`src/rtl/lsu_mem_master.sv`:
```
// Load/store initiator between the EX/MEM boundary and the data memory port.
// Aligned accesses are issued as a single memory cycle. Misaligned half/word
// accesses are either split into byte cycles or rejected with an error,
// depending on ALLOW_MISALIGNED.
//
// Request handshake: a request transfers on a rising clock edge where
// req_valid and req_ready are both high. req_ready is high only in IDLE, so a
// request presented while the block is busy simply waits. The response is a
// single-cycle resp_valid pulse with no backpressure; resp_rdata/resp_err are
// zero whenever resp_valid is low.
module lsu_mem_master #(
    parameter bit ALLOW_MISALIGNED = 1'b1
) (
    input  logic        clk,
    input  logic        rst_n,
    input  logic        req_valid,
    output logic        req_ready,
    input  logic        req_store,
    input  logic [2:0]  req_type,
    input  logic [31:0] req_addr,
    input  logic [31:0] req_wdata,
    output logic        resp_valid,
    output logic [31:0] resp_rdata,
    output logic        resp_err,
    output logic        mem_W_en,
    output logic        mem_R_en,
    output logic [31:0] mem_addr,
    output logic [2:0]  mem_RW_type,
    output logic [31:0] mem_din,
    input  logic [31:0] mem_dout,
    input  logic        mem_error,
    output logic [1:0]  dbg_state
);

    typedef enum logic [1:0] {
        S_IDLE   = 2'd0,
        S_ACCESS = 2'd1,
        S_SPLIT  = 2'd2,
        S_RESP   = 2'd3
    } state_t;

    state_t      r_state;
    logic        r_store;
    logic [2:0]  r_type;
    logic [31:0] r_addr;
    logic [31:0] r_wdata;
    logic [1:0]  r_k;
    logic [1:0]  r_last;
    logic [31:0] r_asm;

    logic        r_req_ready;
    logic        r_resp_valid;
    logic [31:0] r_resp_rdata;
    logic        r_resp_err;
    logic        r_mem_W_en;
    logic        r_mem_R_en;
    logic [31:0] r_mem_addr;
    logic [2:0]  r_mem_RW_type;
    logic [31:0] r_mem_din;

    logic        w_illegal;
    logic        w_misaligned;
    logic [1:0]  w_k_inc;
    logic [7:0]  w_split_wbyte;
    logic [31:0] w_asm_next;

    // Sign- or zero-extend the low byte/half of d according to the access type.
    function automatic logic [31:0] extend(input logic [31:0] d, input logic [2:0] t);
        logic [31:0] res;
        case (t[1:0])
            2'b00:   res = t[2] ? {24'b0, d[7:0]}  : {{24{d[7]}}, d[7:0]};
            2'b01:   res = t[2] ? {16'b0, d[15:0]} : {{16{d[15]}}, d[15:0]};
            default: res = d;
        endcase
        return res;
    endfunction

    assign w_illegal     = (req_type == 3'b011) || (req_type == 3'b110) || (req_type == 3'b111);
    assign w_misaligned  = ((req_type[1:0] == 2'b01) && req_addr[0]) ||
                           ((req_type[1:0] == 2'b10) && (req_addr[1:0] != 2'b00));
    assign w_k_inc       = r_k + 2'd1;
    assign w_split_wbyte = r_wdata[{w_k_inc, 3'b000} +: 8];

    // Load assembly buffer with the byte returned in the current split cycle merged in.
    always_comb begin
        w_asm_next = r_asm;
        w_asm_next[{r_k, 3'b000} +: 8] = mem_dout[7:0];
    end

    // Main FSM: state, captured request, memory port and response, all registered.
    always_ff @(posedge clk or negedge rst_n) begin
        if (!rst_n) begin
            r_state       <= S_IDLE;
            r_store       <= 1'b0;
            r_type        <= 3'b000;
            r_addr        <= 32'b0;
            r_wdata       <= 32'b0;
            r_k           <= 2'd0;
            r_last        <= 2'd0;
            r_asm         <= 32'b0;
            r_req_ready   <= 1'b1;
            r_resp_valid  <= 1'b0;
            r_resp_rdata  <= 32'b0;
            r_resp_err    <= 1'b0;
            r_mem_W_en    <= 1'b0;
            r_mem_R_en    <= 1'b0;
            r_mem_addr    <= 32'b0;
            r_mem_RW_type <= 3'b000;
            r_mem_din     <= 32'b0;
        end else begin
            case (r_state)
                S_IDLE: begin
                    if (req_valid) begin
                        r_store     <= req_store;
                        r_type      <= req_type;
                        r_addr      <= req_addr;
                        r_wdata     <= req_wdata;
                        r_req_ready <= 1'b0;
                        if (w_illegal || (w_misaligned && !ALLOW_MISALIGNED)) begin
                            // Rejected without touching memory.
                            r_state      <= S_RESP;
                            r_resp_valid <= 1'b1;
                            r_resp_err   <= 1'b1;
                            r_resp_rdata <= 32'b0;
                        end else if (w_misaligned) begin
                            // First byte of the split goes out on the next cycle.
                            r_state       <= S_SPLIT;
                            r_k           <= 2'd0;
                            r_last        <= (req_type[1:0] == 2'b01) ? 2'd1 : 2'd3;
                            r_asm         <= 32'b0;
                            r_mem_W_en    <= req_store;
                            r_mem_R_en    <= !req_store;
                            r_mem_addr    <= req_addr;
                            r_mem_RW_type <= 3'b100;
                            r_mem_din     <= req_store ? {24'b0, req_wdata[7:0]} : 32'b0;
                        end else begin
                            r_state       <= S_ACCESS;
                            r_mem_W_en    <= req_store;
                            r_mem_R_en    <= !req_store;
                            r_mem_addr    <= req_addr;
                            r_mem_RW_type <= req_type;
                            r_mem_din     <= req_store ? req_wdata : 32'b0;
                        end
                    end
                end

                S_ACCESS: begin
                    r_state       <= S_RESP;
                    r_mem_W_en    <= 1'b0;
                    r_mem_R_en    <= 1'b0;
                    r_mem_addr    <= 32'b0;
                    r_mem_RW_type <= 3'b000;
                    r_mem_din     <= 32'b0;
                    r_resp_valid  <= 1'b1;
                    r_resp_err    <= mem_error;
                    r_resp_rdata  <= (!r_store && !mem_error) ? extend(mem_dout, r_type) : 32'b0;
                end

                S_SPLIT: begin
                    if (mem_error || (r_k == r_last)) begin
                        // Abort on error (already-written bytes stay written) or finish.
                        r_state       <= S_RESP;
                        r_mem_W_en    <= 1'b0;
                        r_mem_R_en    <= 1'b0;
                        r_mem_addr    <= 32'b0;
                        r_mem_RW_type <= 3'b000;
                        r_mem_din     <= 32'b0;
                        r_resp_valid  <= 1'b1;
                        r_resp_err    <= mem_error;
                        r_resp_rdata  <= (!r_store && !mem_error) ? extend(w_asm_next, r_type) : 32'b0;
                    end else begin
                        r_asm      <= w_asm_next;
                        r_k        <= w_k_inc;
                        r_mem_addr <= r_addr + {30'b0, w_k_inc};
                        r_mem_din  <= r_store ? {24'b0, w_split_wbyte} : 32'b0;
                    end
                end

                default: begin
                    r_state      <= S_IDLE;
                    r_req_ready  <= 1'b1;
                    r_resp_valid <= 1'b0;
                    r_resp_err   <= 1'b0;
                    r_resp_rdata <= 32'b0;
                end
            endcase
        end
    end

    assign req_ready   = r_req_ready;
    assign resp_valid  = r_resp_valid;
    assign resp_rdata  = r_resp_rdata;
    assign resp_err    = r_resp_err;
    assign mem_W_en    = r_mem_W_en;
    assign mem_R_en    = r_mem_R_en;
    assign mem_addr    = r_mem_addr;
    assign mem_RW_type = r_mem_RW_type;
    assign mem_din     = r_mem_din;
    assign dbg_state   = r_state;

endmodule

```
`config.mk`:
```
export PLATFORM = sky130hd
export DESIGN_NAME = lsu_mem_master
export DESIGN_NICKNAME = d
export VERILOG_FILES = /design/src/rtl/lsu_mem_master.sv
export SDC_FILE = /design/constraint.sdc
export NUM_CORES = 1
export LEC_CHECK = 0
export BUFFER_PORTS_ARGS = -buffer_cell sky130_fd_sc_hd__buf_4
export CAP_MARGIN = 15
export CORE_ASPECT_RATIO = 1.1
export CORE_MARGIN = 10
export CORE_UTILIZATION = 60
export DETAILED_ROUTE_END_ITERATION = 12
export PLACE_DENSITY = 0.95
export SYNTH_ARGS = -nofsm -noshare
export SYNTH_HDL_FRONTEND = slang
export SYNTH_SLANG_ARGS = --single-unit
```
`constraint.sdc`:
```
create_clock -name clk -period 9.2 [get_ports clk]
set_input_delay 1.84 -clock clk [delete_from_list [all_inputs] [get_ports clk]]
set_output_delay 1.84 -clock clk [all_outputs]
set_load 0.01 [all_outputs]
```
==> impl_metrics.csv <==
group,metric,value,unit
final_layout,final_layout_size_suffix_gt1_frac,0.315,
detailed_routing,routed_via_density,6.40,
sta,hold_ws,0.481,ns
final_layout,area_growth,23.0,%
pwr,ir_drop,249,uV
worst_setup_path,startpoint,"r_k[0]$_DFFE_PN0P_",
clocking,root_buffer,"clkbuf_16",
clocking,clk_latency,0.51,ns
detailed_routing,wl_met2,15100,um
sta,min_period_over_period,0.441,
floorplanning,dieArea,22800,um2
global_route,grt_max_degree,108,
worst_setup_path,crit_arrival,4.41,ns
detailed_routing,route.detailed.drc,0,
floorplanning,core_area,16900,um2
yosys,synthTopCellsByArea,"dfrtp_1 51%, mux2_2 7.5%, a22o_1 5.3%",
yosys,syn_nets,1063,
detailed_routing,wl_met3,3350,um
placement,gp_congestion,0.856,
flow_run,drv_cap,0,
clocking,ctsResizeCount,0,
yosys,ys_warn_count,0,
clocking,cts_htree_levels,1,
clocking,cts_buffers,21,
floorplanning,ioPinCount,210,
min_path,hold_start,"resp_rdata[2]$_DFFE_PN0P_",
worst_setup_path,critPathLaunchType,"flop",
min_path,hold_path_depth,2,
sta,worst_pin_slew,0.992,ns
min_path,holdPathEnd,"resp_rdata[2]$_DFFE_PN0P_",
sta,hold_viol,0,
global_route,grt_overflow,0,
detailed_routing,first_pass_iters,5,
clocking,cts_tree,"yes",
clocking,clkSlewWorstSetupHoldPaths,0.07,ns
global_route,grt_use_total,0.263,
sta,skew,0.0203,ns
global_route,grt_first_pass_wirelength,48100,um
yosys,yosysMostFrequentCell,"dfrtp_1",
clocking,cts_hold_buf,0,
detailed_routing,finalWirelength,30200,um
yosys,ys_types,70,
global_route,grt_antenna_before_repair,0,
worst_setup_path,cp_max_fo,17,
sta,setup_viol,0,
detailed_routing,wl_met1,11000,um
min_path,hold_class,"reg -> reg",
worst_setup_path,worstRegToRegCells,9,
sta,rsz0062_at_grt,"no",
yosys,synth_seq_cells,210,
detailed_routing,dr.first_iter.drc_count,1011,
placement,dp_hpwl,20700,um
detailed_routing,top_layer_used,"met4",
sta,drv_slew,0,
worst_setup_path,path_common_cell,"inv_1",
yosys,synth_top_flop_cell,"dfrtp_1",
yosys,synthArstFlopShare,1.00,
yosys,netlist_area,10300,um2
floorplanning,rows,50,
worst_setup_path,reg2reg_slack,5.15,ns
worst_setup_path,reg2reg_from,"r_k[0]$_DFFE_PN0P_",
floorplanning,die_h,157,um
yosys,ys_seq_area_frac,0.512,
worst_setup_path,critical_path.endpoint_type,"flop",
sta,finalCriticalPeriod,4.05,ns
global_route,grt_pass1_vias,8799,
worst_setup_path,cp_slowest_cell,"dfrtp_1",
detailed_routing,ant_nets,0,
worst_setup_path,path_cells,"inv_1 > ha_1 > inv_1 > fa_1 > and4b_1 > nand3_1 > nor4_1 > xnor2_1 > o21ai_0",
yosys,synth_edf_count,0,
worst_setup_path,reg2reg_to,"mem_addr[22]$_DFFE_PN0P_",
pwr,powerDensity,350,nW/um2
yosys,avgSynthCellArea,10.8,um2
worst_setup_path,path_class,"reg -> reg",
clocking,ctsLongestPathBuffers,3,
clocking,clock_sinks,210,
final_layout,final_util,0.748,
yosys,syn_inst,948,
detailed_routing,avgRoutedWirePerCell,22.5,um
floorplanning,die_x,145,um
sta,clock.fmax,247,MHz
yosys,yosysTopAreaCellShare,0.509,
detailed_routing,vias,8590,
pwr,p_leak,5.77,nW
yosys,synth_largest_area_cell,"dfrtp_1",
final_layout,antennaDiodeCount,0,
floorplanning,start_util,0.608,
final_layout,nNetsFinal,1236,
sta,tns,0,ns
worst_setup_path,cpPeakStageDelay,0.88,ns
worst_setup_path,worstPathRequired,9.55,ns
yosys,yosys-top-cells-count,"209 x dfrtp_1, 70 x nand2_1, 68 x mux2_2, 62 x a22o_1",
placement,port-buffer-count,209,
sta,maxSlewHeadroom,0.334,
final_layout,fin_cells,1342,
placement,place_inst,1304,
clocking,cts_setup_buffers,0,
run_status,status,"finished clean",
-- worst max-delay path: cells and delay by family, from the launching register on --
kind / cells / cell delay (ns)
buffers and inverters: 2 / 0.40
AOI/OAI and AO/OA: 1 / 0.11
and+or+nand+nor: 3 / 1.08
adders and majority gates: 2 / 1.26
DFF: 1 / 0.88
xor gates and xnor gates: 1 / 0.17
-- state kept, by name (all words and copies together) (netlist names), 3 cells and up --
register     cells
r_wdata         32
r_asm           32
r_type           3
resp_rdata      32
mem_din         32
r_addr          32
mem_RW_type      3
mem_addr        32
-- layer usage --
metal  global-route usage  vias up
met4               0.0670        0
met3               0.0729       70
li1                     -     3791
met5                    0        -
met2                0.451      512
met1                0.319     4217
-- through the flow --
stage	power, W	cell area, um2	setup slack (ns)
2_1_floorplan	0.00277	10300	6.01
3_3_place_gp	0.00336	11900	5.25
3_5_place_dp	0.00346	11900	5.11
4_1_cts	0.00438	12600	5.18
5_1_grt	0.00468	12600	4.78
6_report	0.00443	12600	5.15
-- layout by cell type, fill, tap and decap left out, drive strengths merged, types with 10 or more instances in the layout --
cell type / synthesis / final
a21oi: 52 / 52
a22o: 62 / 62
buf: 35 / 216
clkbuf: 32 / 29
dfrtp: 209 / 209
ha: 10 / 10
inv: 34 / 36
mux2: 68 / 68
nand2: 71 / 71
nand2b: 19 / 19
nand3: 30 / 30
nor2: 56 / 56
nor2b: 10 / 10
nor3: 14 / 14
o211ai: 16 / 16
o21ai: 62 / 62
o22ai: 15 / 15
xnor2: 23 / 23
-- cells by family after synthesis --
| kind of cell | count (synthesis) | share of synthesized area |
|---|---|---|
| buffers and inverters | 101 | 0.0423 |
| AND/OR/NAND/NOR | 250 | 0.128 |
| AO/OA/AOI/OAI | 270 | 0.187 |
| flip-flops | 210 | 0.512 |
| XOR/XNOR | 29 | 0.0247 |
| adder cells (fa/ha/maj) | 11 | 0.0141 |
| multiplexers | 77 | 0.0930 |
-- layout make-up --
cell class                 instances  area, um2
clock inverter                     8        103
tap                              208        260
fill                            1077       4250
multi-input combinational        637       4600
sequential                       210       5260
inverter                          34        128
clock buffer                      28        612
timing repair buffer             217       1680
-- how the worst max path moves through the flow --
stage                                 endpoint  slack, ns
global placement     resp_rdata[8]$_DFFE_PN0P_       5.25
CTS                   mem_addr[22]$_DFFE_PN0P_       5.18
finish                mem_addr[22]$_DFFE_PN0P_       5.15
detailed placement   resp_rdata[8]$_DFFE_PN0P_       5.11
floorplan           resp_rdata[16]$_DFFE_PN0P_       6.01
global route          mem_addr[22]$_DFFE_PN0P_       4.78
-- where the power goes --
part	switching, W	internal [W]	total, W
sequential	0.000333	0.00127	0.00161
clock	0.000373	0.000525	0.000898
combinational	0.00107	0.000855	0.00192
total	0.00177	0.00265	0.00443
No activity file was read; power rests on OpenSTA's default activity.
